File: config.mk
export PLATFORM = sky130hd
export DESIGN_NAME = ahb_apb_bridge_mc
export DESIGN_NICKNAME = d
export VERILOG_FILES = /design/src/rtl/ahb_apb_bridge_mc_pkg.sv /design/src/rtl/ahb_apb_bridge_mc_decoder.sv /design/src/rtl/ahb_apb_bridge_mc.sv
export SDC_FILE = /design/constraint.sdc
export NUM_CORES = 1
export LEC_CHECK = 0
export ABC_AREA = 0
export BUFFER_PORTS_ARGS = -buffer_cell sky130_fd_sc_hd__buf_4
export CORE_AREA = 10 10 113 115
export DETAILED_ROUTE_END_ITERATION = 7
export DIE_AREA = 0 0 123 125
export GPL_TIMING_DRIVEN = 0
export HOLD_SLACK_MARGIN = 0.15
export PLACE_DENSITY = 0.81
export RECOVER_POWER = 50
export SLEW_MARGIN = 30
export SYNTH_ARGS = -nofsm -noshare
export SYNTH_HDL_FRONTEND = slang
export SYNTH_HIERARCHICAL = 1
export SYNTH_SLANG_ARGS = --single-unit
File: constraint.sdc
create_clock -name hclk -period 5.3 [get_ports hclk]
set_input_delay 0.53 -clock hclk [delete_from_list [all_inputs] [get_ports hclk]]
set_output_delay 0.53 -clock hclk [all_outputs]
set_load 0.02 [all_outputs]
File: src/rtl/ahb_apb_bridge_mc_pkg.sv
// Shared AHB encodings and the bridge state enum for the multi-slave AHB-to-APB bridge.
package ahb_apb_pkg;
    localparam logic [1:0] HTRANS_IDLE   = 2'b00;
    localparam logic [1:0] HTRANS_BUSY   = 2'b01;
    localparam logic [1:0] HTRANS_NONSEQ = 2'b10;
    localparam logic [1:0] HTRANS_SEQ    = 2'b11;

    localparam logic [1:0] HRESP_OKAY  = 2'b00;
    localparam logic [1:0] HRESP_ERROR = 2'b01;

    typedef enum logic [2:0] {
        IDLE,
        WDATA,
        SETUP,
        ACCESS,
        ERR1,
        ERR2
    } state_e;
endpackage

File: src/rtl/ahb_apb_bridge_mc_decoder.sv
// Window decoder: maps an AHB address onto one of NUM_SLAVES equally sized APB windows.
module apb_addr_decoder #(
    parameter int unsigned       ADDR_W        = 32,
    parameter int unsigned       NUM_SLAVES    = 4,
    parameter logic [ADDR_W-1:0] BASE_ADDR     = 32'h8000_0000,
    parameter int unsigned       SLV_SIZE_LOG2 = 12,
    localparam int unsigned      IDX_W         = (NUM_SLAVES > 1) ? $clog2(NUM_SLAVES) : 1
) (
    input  logic [ADDR_W-1:0] haddr_i,
    output logic              hit_o,
    output logic [IDX_W-1:0]  idx_o
);
    logic [ADDR_W-1:0] offset;
    logic [ADDR_W-1:0] slot;

    // Subtraction wraps; the >= compare rejects addresses below the window.
    assign offset = haddr_i - BASE_ADDR;
    assign slot   = offset >> SLV_SIZE_LOG2;
    assign hit_o  = (haddr_i >= BASE_ADDR) && (slot < ADDR_W'(NUM_SLAVES));
    assign idx_o  = slot[IDX_W-1:0];
endmodule

File: src/rtl/ahb_apb_bridge_mc.sv
// AHB-Lite slave to NUM_SLAVES APB slaves with wait states, error mapping,
// pready timeout and back-to-back transfers.
module ahb_apb_bridge_mc
    import ahb_apb_pkg::*;
#(
    parameter int unsigned       ADDR_W        = 32,
    parameter int unsigned       DATA_W        = 32,
    parameter int unsigned       NUM_SLAVES    = 4,
    parameter logic [ADDR_W-1:0] BASE_ADDR     = 32'h8000_0000,
    parameter int unsigned       SLV_SIZE_LOG2 = 12,
    parameter int unsigned       TIMEOUT       = 16
) (
    input  logic                         hclk,
    input  logic                         hreset,
    input  logic [ADDR_W-1:0]            haddr,
    input  logic [1:0]                   htrans,
    input  logic                         hwrite,
    input  logic [DATA_W-1:0]            hwdata,
    input  logic                         hready_in,
    output logic [DATA_W-1:0]            hrdata,
    output logic                         hready_out,
    output logic [1:0]                   hresp,
    output logic [ADDR_W-1:0]            paddr,
    output logic [DATA_W-1:0]            pwdata,
    output logic                         pwrite,
    output logic [NUM_SLAVES-1:0]        psel,
    output logic                         penable,
    input  logic [NUM_SLAVES*DATA_W-1:0] prdata,
    input  logic [NUM_SLAVES-1:0]        pready,
    input  logic [NUM_SLAVES-1:0]        pslverr
);
    localparam int unsigned IDX_W = (NUM_SLAVES > 1) ? $clog2(NUM_SLAVES) : 1;
    localparam int unsigned CNT_W = (TIMEOUT > 0) ? $clog2(TIMEOUT + 1) : 1;

    state_e            state_q, state_d;
    logic [ADDR_W-1:0] addr_q, addr_d;
    logic [DATA_W-1:0] wdata_q, wdata_d;
    logic              write_q, write_d;
    logic [IDX_W-1:0]  idx_q, idx_d;
    logic [CNT_W-1:0]  cnt_q, cnt_d;

    logic              dec_hit;
    logic [IDX_W-1:0]  dec_idx;
    logic              xfer_req;
    logic              can_accept;
    logic              sel_ready;
    logic              sel_err;
    logic              timed_out;

    apb_addr_decoder #(
        .ADDR_W       (ADDR_W),
        .NUM_SLAVES   (NUM_SLAVES),
        .BASE_ADDR    (BASE_ADDR),
        .SLV_SIZE_LOG2(SLV_SIZE_LOG2)
    ) u_dec (
        .haddr_i(haddr),
        .hit_o  (dec_hit),
        .idx_o  (dec_idx)
    );

    assign xfer_req  = (htrans == HTRANS_NONSEQ) || (htrans == HTRANS_SEQ);
    assign sel_ready = pready[idx_q];
    assign sel_err   = pslverr[idx_q];
    // cnt_q counts completed ACCESS cycles, so TIMEOUT-1 marks the last allowed one.
    assign timed_out = (TIMEOUT > 0) && (cnt_q == CNT_W'(TIMEOUT - 1));

    always_comb begin
        state_d    = state_q;
        addr_d     = addr_q;
        write_d    = write_q;
        idx_d      = idx_q;
        wdata_d    = wdata_q;
        cnt_d      = '0;
        hready_out = 1'b1;
        hresp      = HRESP_OKAY;
        hrdata     = '0;
        can_accept = 1'b0;
        case (state_q)
            IDLE:  can_accept = 1'b1;
            WDATA: begin
                hready_out = 1'b0;
                wdata_d    = hwdata;
                state_d    = SETUP;
            end
            SETUP: begin
                hready_out = 1'b0;
                state_d    = ACCESS;
            end
            ACCESS: begin
                cnt_d = cnt_q + 1'b1;
                if (sel_ready && sel_err) begin
                    hready_out = 1'b0;
                    state_d    = ERR1;
                end else if (sel_ready) begin
                    can_accept = 1'b1;
                    if (!write_q)
                        hrdata = prdata[idx_q*DATA_W +: DATA_W];
                end else begin
                    hready_out = 1'b0;
                    if (timed_out)
                        state_d = ERR1;
                end
            end
            ERR1: begin
                hready_out = 1'b0;
                hresp      = HRESP_ERROR;
                state_d    = ERR2;
            end
            ERR2: begin
                hresp      = HRESP_ERROR;
                can_accept = 1'b1;
            end
            default: state_d = IDLE;
        endcase
        // Shared address-phase acceptance for IDLE, ERR2 and an ACCESS completion.
        if (can_accept) begin
            state_d = IDLE;
            if (hready_in && xfer_req) begin
                addr_d  = haddr;
                write_d = hwrite;
                if (dec_hit) begin
                    idx_d   = dec_idx;
                    state_d = hwrite ? WDATA : SETUP;
                end else begin
                    state_d = ERR1;
                end
            end
        end
    end

    always_ff @(posedge hclk) begin
        if (hreset) begin
            state_q <= IDLE;
            addr_q  <= '0;
            write_q <= 1'b0;
            idx_q   <= '0;
            wdata_q <= '0;
            cnt_q   <= '0;
        end else begin
            state_q <= state_d;
            addr_q  <= addr_d;
            write_q <= write_d;
            idx_q   <= idx_d;
            wdata_q <= wdata_d;
            cnt_q   <= cnt_d;
        end
    end

    always_comb begin
        psel = '0;
        for (int i = 0; i < NUM_SLAVES; i++)
            psel[i] = ((state_q == SETUP) || (state_q == ACCESS)) && (idx_q == IDX_W'(i));
    end

    assign penable = (state_q == ACCESS);
    assign paddr   = addr_q;
    assign pwrite  = write_q;
    assign pwdata  = wdata_q;
endmodule

==> results of run 1 <==
worst min-delay path by stage:
stage	slack, ns	endpoint	cells after the start	startpoint
after floorplan	0.43	cnt_q[0]	1	cnt_q[0]
after global placement	0.44	pwdata[5]	2	pwdata[5]
after detailed placement	0.45	pwdata[18]	2	pwdata[18]
after CTS	0.40	pwdata[6]	3	hwdata[6]
after global routing	0.40	pwdata[29]	3	hwdata[29]
final	0.41	pwdata[6]	3	hwdata[6]
flip-flops by register name, indices dropped and copies added, names as in the netlist:
signal / cells
paddr: 32
idx_q: 2
pwrite: 1
pwdata: 32
state_q: 3
cnt_q: 5
kinds of logic after synthesis:
logic type               after synthesis  synth area share
multiplexers                          69             0.261
XOR/XNOR                               4           0.00818
flip-flops                            75             0.351
AO/OA/AOI/OAI                         41            0.0576
adder cells (fa/ha/maj)                3           0.00818
buffers and inverters                 41            0.0470
other                                  1          0.000876
AND/OR/NAND/NOR                      214             0.267
synthesized netlist by cell type:
cell / count / area, sq um
nand3_1: 3 / 15.0
nor2b_1: 32 / 200
nand2b_1: 74 / 463
nand2_1: 70 / 263
buf_2: 8 / 40.0
and3_1: 2 / 12.5
nor4b_1: 1 / 8.76
buf_1: 1 / 3.75
nor3_1: 4 / 20.0
o211ai_1: 1 / 7.51
buf_4: 4 / 30.0
and3b_1: 1 / 8.76
ha_1: 2 / 25.0
o31ai_2: 1 / 12.5
o21ai_0: 3 / 15.0
or3_1: 3 / 18.8
xor2_1: 2 / 17.5
and2b_1: 1 / 7.51
nor2_1: 11 / 41.3
inv_1: 3 / 11.3
a31oi_1: 1 / 6.26
nand2_2: 1 / 6.26
maj3_1: 1 / 10.0
clkbuf_1: 22 / 82.6
a21oi_1: 32 / 160
or4_1: 1 / 7.51
dfxtp_1: 75 / 1500
mux2i_1: 35 / 350
conb_1: 1 / 3.75
and2_1: 1 / 6.26
or3_4: 1 / 11.3
xnor2_1: 2 / 17.5
nand3b_1: 1 / 7.51
mux4_2: 34 / 766
or2_2: 1 / 6.26
nand4_1: 2 / 12.5
nor3b_1: 2 / 15.0
o32ai_4: 1 / 27.5
o2bb2ai_1: 1 / 8.76
buf_6: 3 / 33.8
a221oi_1: 1 / 8.76
nor4_1: 2 / 12.5
layout make-up:
cell class,instances,area [sq um],area share
Multi-Input combinational cell,332,2580,0.380
Timing Repair Buffer,307,2060,0.304
Sequential cell,75,1500,0.221
Buffer,38,186,0.0275
Tap cell,140,175,0.0258
Clock buffer,11,131,0.0194
Clock inverter,5,125,0.0184
Antenna cell,7,17.5,0.00258
Inverter,3,11.3,0.00166
worst max-delay path, stage by stage (launching register included):
cell,delay [ns]
dfxtp_1,0.32
clkbuf_1,0.35
and2b_1,0.28
nand2_1,0.25
or3_4,0.47
buf_2,0.21
nor2b_1,0.15
buf_4,0.16
per-stage QoR:
step	area [sq um]	setup WS [ns]
after floorplan	4280	2.73
after global placement	6760	2.47
after detailed placement	6760	2.48
after CTS	7020	2.38
after global routing	6780	1.99
final	6790	2.23
power by group through the flow:
stage / Clock (uW) / Sequential, uW / Combinational (uW)
6_report: 572 / 611 / 344
5_1_grt: 602 / 615 / 369
4_1_cts: 579 / 612 / 371
3_5_place_dp: 0 / 625 / 370
3_3_place_gp: 0 / 623 / 360
2_1_floorplan: 0 / 659 / 131
per-layer routing:
| metal | vias to the layer above | wire [um] |
|---|---|---|
| met5 | - | 30 |
| met4 | 6 | 888 |
| met3 | 50 | 2290 |
| met2 | 213 | 9800 |
| met1 | 2200 | 6480 |
| li1 | 2176 | - |
==> flow_metrics.env, run 1 <==
export IMPL_status="complete, no violations"
export IMPL_placed_cells=895
export IMPL_firstDrtPassIters=4
export IMPL_report_power_total_uw=1530
export IMPL_drc_errors=0
export IMPL_synth_fp_nets=656
export IMPL_critPathArrivalTime_ns=2.54
export IMPL_synth_seq_cells=75
export IMPL_initial_utilization=0.404
export IMPL_cp_endpoint="hrdata[18]"
export IMPL_area_growth_pct=58.5
export IMPL_grt_max_degree=13
export IMPL_grt_pass1_vias=4846
export IMPL_cts_buffers=9
export IMPL_p_clk_frac=0.374
export IMPL_clk_path_buf_depth=2
export IMPL_tightest_slew_ns=0.593
export IMPL_required_ns=4.77
export IMPL_worstReg2RegEnd="paddr[18]"
export IMPL_clock_sinks=75
export IMPL_p_per_area_mw_per_mm2=225
export IMPL_synth_avg_cell_area_sq_um=9.56
export IMPL_peakVddDrop_uv=187
export IMPL_finalCritPeriodShare=0.580
export IMPL_period_needed_ns=3.07
export IMPL_ios=311
export IMPL_die_y_um=125
export IMPL_crit_path_end_kind="primary output"
export IMPL_switching_share=0.255
export IMPL_clkSlewWorstSetupHoldPaths_ns=0.08
export IMPL_grt_busiest_layer="met2"
export IMPL_cap_violations=0
export IMPL_fin_skew_ns=0.00841
export IMPL_grtUsageMet2=0.418
export IMPL_pwr_share_seq=0.400
export IMPL_postRouteAntennaNets=0
export IMPL_cp_max_fo=10
export IMPL_drive_above_1_share=0.399
export IMPL_slew_headroom=0.605
export IMPL_setup_tns_ns=0
export IMPL_grt_antenna_before_repair=8
export IMPL_layout_common_cells="buf_4 (245), clkbuf_1 (90), dfxtp_1 (75), nand2b_1 (74), nand2_1 (71)"
export IMPL_syn_area_sq_mm=0.00428
export IMPL_place_congestion=1.01
export IMPL_postCtsSetupRepairBufs=0
export IMPL_grt_use_met1=0.228
export IMPL_ctsResizeCount=0
export IMPL_critPathLaunch="state_q[1]"
export IMPL_cts_hold_buf=0
export IMPL_drtIter0Drc=236
export IMPL_yosysWarnings=6
export IMPL_grt_total_usage=0.239
export IMPL_r2r_setup_slack_ns=2.97
export IMPL_start_kind="register"
export IMPL_postLayoutCoreUtil=0.640
export IMPL_io_buffers=307
export IMPL_setup_viol=0
export IMPL_reg2reg_from="state_q[1]"
export IMPL_grt_pass1_wl_um=27900
export IMPL_synth_distinct_cells=42
export IMPL_internal_power_uw=1140
export IMPL_grt_ovfl_total=0
export IMPL_leakage_uw=0.00278
export IMPL_criticalPathCategory="register to primary output"
export IMPL_power_switching_uw=389
export IMPL_use_met3=0.101
export IMPL_clock_latency_ns=0.36
export IMPL_htree_levels=3
export IMPL_r2r_cells=8
export IMPL_core_region_area_sq_mm=0.0106
export IMPL_nets=974
export IMPL_viasPerCell=5.06
export IMPL_rows=38
export IMPL_cts_root_buffer="clkbuf_8"
export IMPL_final_common_cell="buf_4"
export IMPL_hold_class="input pin to register"
export IMPL_hold_viol=0
export IMPL_fillers=961
export IMPL_grt_setup_unrepaired="no"
export IMPL_cts_tree="yes"
export IMPL_fin_cells=918
export IMPL_dieArea_sq_mm=0.0154
export IMPL_drt_wirelength_per_cell_um=21.2
export IMPL_dp_hpwl_um=16900
export IMPL_die_w_um=123
export IMPL_synth_cells=448
export IMPL_max_freq_ghz=0.325
export IMPL_seq_area_frac_synth=0.351
export IMPL_dr_total_vias=4645
export IMPL_pwr_share_comb=0.225
export IMPL_slew_viol_final=0
export IMPL_drt_wl_total_um=19500
export IMPL_hold_ws_ns=0.407
Power figures use the tool's default switching activity.
==> run 2, diff against run 1 <==
CORE_AREA = default   (was 10 10 113 115)
CORE_MARGIN = 10   (was default)
CORE_UTILIZATION = 41   (was default)
DIE_AREA = default   (was 0 0 123 125)
PLACE_DENSITY = 0.82   (was 0.81)
clock period = 3.13 ns   (was 5.3 ns; I/O delays follow)
==> run 2 against run 1 <==
Routed wire length is 6.6% lower; via count shrank 2.0%; worst hold slack worse by 0.21 ns; non-clock buffer count is the same; power is 60% higher; largest power group unchanged; sequential cell count did not move; design area down 0.74%; sequential power is 70% higher; highest routed layer is now met4; largest cell class unchanged; critical path depth down 2.
==> flow_metrics.env, run 2 (synthesis results as in run 1) <==
export IMPL_status="complete, no violations"
export IMPL_rows=37
export IMPL_clock_latency_ns=0.36
export IMPL_reg2reg_from="state_q[1]"
export IMPL_period_needed_ns=2.71
export IMPL_path_cells="buf_1 -> clkbuf_1 -> mux4_2 -> nor2b_1 -> buf_4"
export IMPL_leakage_uw=0.00277
export IMPL_hold_viol=0
export IMPL_area_growth_pct=57.3
export IMPL_crit_path_end_kind="primary output"
export IMPL_slew_viol_final=0
export IMPL_setup_viol=0
export IMPL_initial_utilization=0.419
export IMPL_clock_sinks=75
export IMPL_grt_max_degree=15
export IMPL_finalCritPeriodShare=0.866
export IMPL_cp_max_fo=10
export IMPL_multi_input_area_sq_mm=0.00258
export IMPL_cp_slowest_cell="clkbuf_1"
export IMPL_grt_pass1_vias=4745
export IMPL_stdcell_area_sq_mm=0.00674
export IMPL_ios=311
export IMPL_crit_path_max_incr_delay_ns=0.50
export IMPL_setup_tns_ns=0
export IMPL_dr_total_vias=4552
export IMPL_dieArea_sq_mm=0.0149
export IMPL_die_w_um=122
export IMPL_core_region_area_sq_mm=0.0102
export IMPL_grt_pass1_wl_um=26700
export IMPL_layout_common_cells="buf_4 (244), clkbuf_1 (88), dfxtp_1 (75), nand2b_1 (74), nand2_1 (71)"
export IMPL_cts_hold_buf=0
export IMPL_drt_wirelength_per_cell_um=20.0
export IMPL_start_kind="register"
export IMPL_place_congestion=0.978
export IMPL_drc_errors=0
export IMPL_drtIter0Drc=266
export IMPL_peakVddDrop_uv=319
export IMPL_critPathLaunch="idx_q[1]"
export IMPL_htree_levels=3
export IMPL_clkSlewWorstSetupHoldPaths_ns=0.09
export IMPL_holdCritStartpoint="hwdata[6]"
export IMPL_fin_skew_ns=0.0111
export IMPL_drt_wl_total_um=18200
export IMPL_grt_total_usage=0.230
export IMPL_final_common_cell="buf_4"
export IMPL_ctsResizeCount=0
export IMPL_grt_antenna_before_repair=2
export IMPL_criticalPathCategory="register to primary output"
export IMPL_ff_latch_area_sq_mm=0.00150
export IMPL_critPathArrivalTime_ns=2.40
export IMPL_viasPerCell=5.01
export IMPL_die_y_um=122
export IMPL_hold_class="input pin to register"
export IMPL_io_buffers=307
export IMPL_slew_headroom=0.631
export IMPL_max_freq_ghz=0.369
export IMPL_cap_violations=0
export IMPL_dpl_instance_area_sq_mm=0.00676
export IMPL_dp_hpwl_um=15600
export IMPL_cts_tree="yes"
export IMPL_grt_ovfl_total=0
export IMPL_clk_path_buf_depth=2
export IMPL_drive_above_1_share=0.402
export IMPL_postCtsSetupRepairBufs=0
export IMPL_p_per_area_mw_per_mm2=363
export IMPL_firstDrtPassIters=4
export IMPL_cts_buffers=9
export IMPL_required_ns=2.82
export IMPL_postRouteAntennaNets=0
export IMPL_tightest_slew_ns=0.554
export IMPL_nets=974
export IMPL_cts_root_buffer="clkbuf_8"
export IMPL_fillers=889
export IMPL_grt_setup_unrepaired="no"
## run 2: cell types whose count changed in the layout (fill, tap and decap cells not counted), sizes merged
cell and delta:
diode -5, bufinv -2, clkinv +2, inv +2
buf -1, clkbuf -1
## run 2: cell type report
type                    count  area share
multi-input cells         332       0.383
repair buffers            307       0.305
flip-flops and latches     75       0.223
plain buffers              38      0.0282
well taps                 136      0.0253
clock buffers               9      0.0184
clock inverters             7      0.0149
inverters                   3     0.00167
diodes                      2    0.000743
## run 2: metal layers
metal / track usage / wire (um) / vias to the layer above / part of all wire
li1: - / - / 2175 / -
met1: 0.229 / 6310 / 2158 / 0.35
met2: 0.424 / 9560 / 189 / 0.53
met3: 0.0805 / 1710 / 30 / 0.094
met4: 0.0943 / 618 / 0 / 0.034
met5: 0 / 0 / - / 0
## run 2: worst paths after layout
check,slack (ns),cells past startpoint,end
worst min-delay path,0.20,3,pwdata[6]
worst min register to register,0.46,2,pwdata[2]
worst max register to register,1.09,8,paddr[7]
worst max-delay path,0.42,5,hrdata[23]
## run 2: power breakdown
part | total [uW] | internal, uW | switching [uW]
sequential | 1040 | 1010 | 29.4
combinational | 579 | 310 | 269
clock | 832 | 455 | 376
total | 2450 | 1770 | 674
## run 2: worst max-delay path: cells and delay by family, from the launching register on
family,cells,cell delay (ns)
buffers and inverters,3,1.11
DFF,1,0.39
muxes,1,0.40
and+or+nand+nor,1,0.16
## run 2: stage by stage
stage	hold slack (ns)	worst slack (ns)	utilization	cells	power (uW)
floorplan	0.433	0.990	-	448	1340
global placement	0.441	0.702	0.661	891	1660
detailed placement	0.448	0.693	0.661	891	1680
CTS	0.183	0.376	0.682	907	2510
global route	0.200	0.304	0.658	909	2550
finish	0.197	0.418	0.658	909	2450
==> run 3, diff against run 2 <==
CORE_ASPECT_RATIO = 1.25   (was default)
CTS_CLUSTER_SIZE = 20   (was default)
==> run 3 against run 2 <==
Sequential share of layout area shrank 0.14 points; clock skew shrank 0.0080 ns; design area grew 0.65%; critical path depth is the same; combinational power is essentially flat; fmax grew 3.1%; final cell count shrank 0.66%; first-iteration DRC count shrank 17%; power grew 5.1%; die area grew 0.17%; via count grew 1.4%; critical path type unchanged; critical endpoint is now hrdata[20]; largest power group unchanged.
==> flow_metrics.env, run 3 (synthesis results as in run 1) <==
export IMPL_grt_antenna_before_repair=8
export IMPL_criticalPathCategory="register to primary output"
export IMPL_setup_tns_ns=0
export IMPL_die_w_um=111
export IMPL_cpLargestDelayFamily="buffers and inverters"
export IMPL_nets=974
export IMPL_dp_hpwl_um=16600
export IMPL_drt_wl_total_um=19200
export IMPL_viasPerCell=5.11
export IMPL_p_per_area_mw_per_mm2=379
export IMPL_hold_ws_ns=0.225
export IMPL_layout_common_cells="buf_4 (245), clkbuf_1 (89), dfxtp_1 (75), nand2b_1 (74), nand2_1 (71)"
export IMPL_required_ns=2.82
export IMPL_rows=41
export IMPL_leakage_uw=0.00279
export IMPL_io_buffers=307
export IMPL_drive_above_1_share=0.399
export IMPL_htree_levels=3
export IMPL_fin_skew_ns=0.00313
export IMPL_tightest_slew_ns=0.534
export IMPL_core_region_area_sq_mm=0.0102
export IMPL_postRouteAntennaNets=0
export IMPL_cts_hold_buf=0
export IMPL_area_growth_pct=58.3
export IMPL_period_needed_ns=2.63
export IMPL_grt_ovfl_total=0
export IMPL_status="complete, no violations"
export IMPL_fillers=891
export IMPL_grt_pass1_vias=4955
export IMPL_cp_max_fo=10
export IMPL_clock_latency_ns=0.33
export IMPL_cts_root_buffer="clkbuf_16"
export IMPL_setup_viol=0
export IMPL_drt_wirelength_per_cell_um=21.3
export IMPL_firstDrtPassIters=4
export IMPL_initial_utilization=0.422
export IMPL_peakVddDrop_uv=346
export IMPL_grt_setup_unrepaired="no"
export IMPL_hold_class="input pin to register"
export IMPL_grt_pass1_wl_um=28500
export IMPL_postCtsSetupRepairBufs=0
export IMPL_path_cells="buf_1 -> clkbuf_1 -> mux4_2 -> nor2b_1 -> buf_4"
export IMPL_dieArea_sq_mm=0.0150
export IMPL_cts_tree="yes"
export IMPL_critPathArrivalTime_ns=2.32
export IMPL_cts_buffers=9
export IMPL_dr_total_vias=4617
export IMPL_cp_slowest_cell="clkbuf_1"
export IMPL_grt_total_usage=0.244
export IMPL_place_congestion=0.993
export IMPL_clock_sinks=75
export IMPL_drc_errors=0
export IMPL_clkSlewWorstSetupHoldPaths_ns=0.05
export IMPL_grt_max_degree=12
export IMPL_drtIter0Drc=222
export IMPL_max_freq_ghz=0.380
export IMPL_hold_viol=0
export IMPL_crit_path_end_kind="primary output"
export IMPL_finalCritPeriodShare=0.841
export IMPL_clk_path_buf_depth=2
export IMPL_start_kind="register"
export IMPL_crit_path_max_incr_delay_ns=0.48
export IMPL_ios=311
export IMPL_ctsResizeCount=0
export IMPL_final_common_cell="buf_4"
export IMPL_die_y_um=134
export IMPL_slew_viol_final=0
export IMPL_slew_headroom=0.644
export IMPL_cap_violations=0
export IMPL_crit_buf_inv=3
-- run 3: cell type report --
class	count	area (sq um)	share of cell area
Multi-Input combinational cell	332	2580	0.380
Buffer	38	190	0.0280
Clock inverter	2	12.5	0.00185
Tap cell	129	161	0.0238
Sequential cell	75	1500	0.221
Inverter	3	11.3	0.00166
Clock buffer	12	256	0.0378
Timing Repair Buffer	307	2060	0.303
Antenna cell	5	12.5	0.00185
-- run 3: worst paths after layout --
check	start	endpoint	slack (ns)	cells after the start
worst min register to register	pwdata[18]	pwdata[18]	0.45	2
worst min-delay path	hwdata[24]	pwdata[24]	0.23	3
worst max-delay path	idx_q[1]	hrdata[20]	0.50	5
worst max register to register	state_q[1]	paddr[19]	1.03	8
-- run 3: metal layers --
metal / GRT usage / vias up / part of all wire
li1: - / 2180 / -
met5: 0 / - / 0.0019
met2: 0.427 / 248 / 0.50
met3: 0.0995 / 39 / 0.12
met1: 0.252 / 2144 / 0.35
met4: 0.100 / 6 / 0.027
-- run 3: worst reg2reg max path, delay by kind of cell (launching register included) --
kind                   cells  cell delay (ns)
buffers and inverters      3             0.61
and+or+nand+nor            3             0.61
DFF                        1             0.30
AOI/OAI and AO/OA          1             0.29
muxes                      1             0.22
-- run 3: per-stage QoR --
stage           util  cells  power (uW)  cell area, sq um  worst slack [ns]
5_1_grt        0.667    899        2670              6770             0.365
3_5_place_dp   0.664    884        1680              6750             0.792
2_1_floorplan      -    448        1340              4280             0.990
4_1_cts        0.691    898        2630              7020             0.476
6_report       0.668    903        2570              6780             0.498
3_3_place_gp   0.664    884        1660              6750             0.806
-- run 3: report_power, final --
part	total [uW]	switching [uW]	leakage (uW)	internal (uW)
clock network	952	382	0.000131	570
logic	582	271	0.00205	310
registers	1040	29.9	0.000609	1010
total	2570	684	0.00279	1890
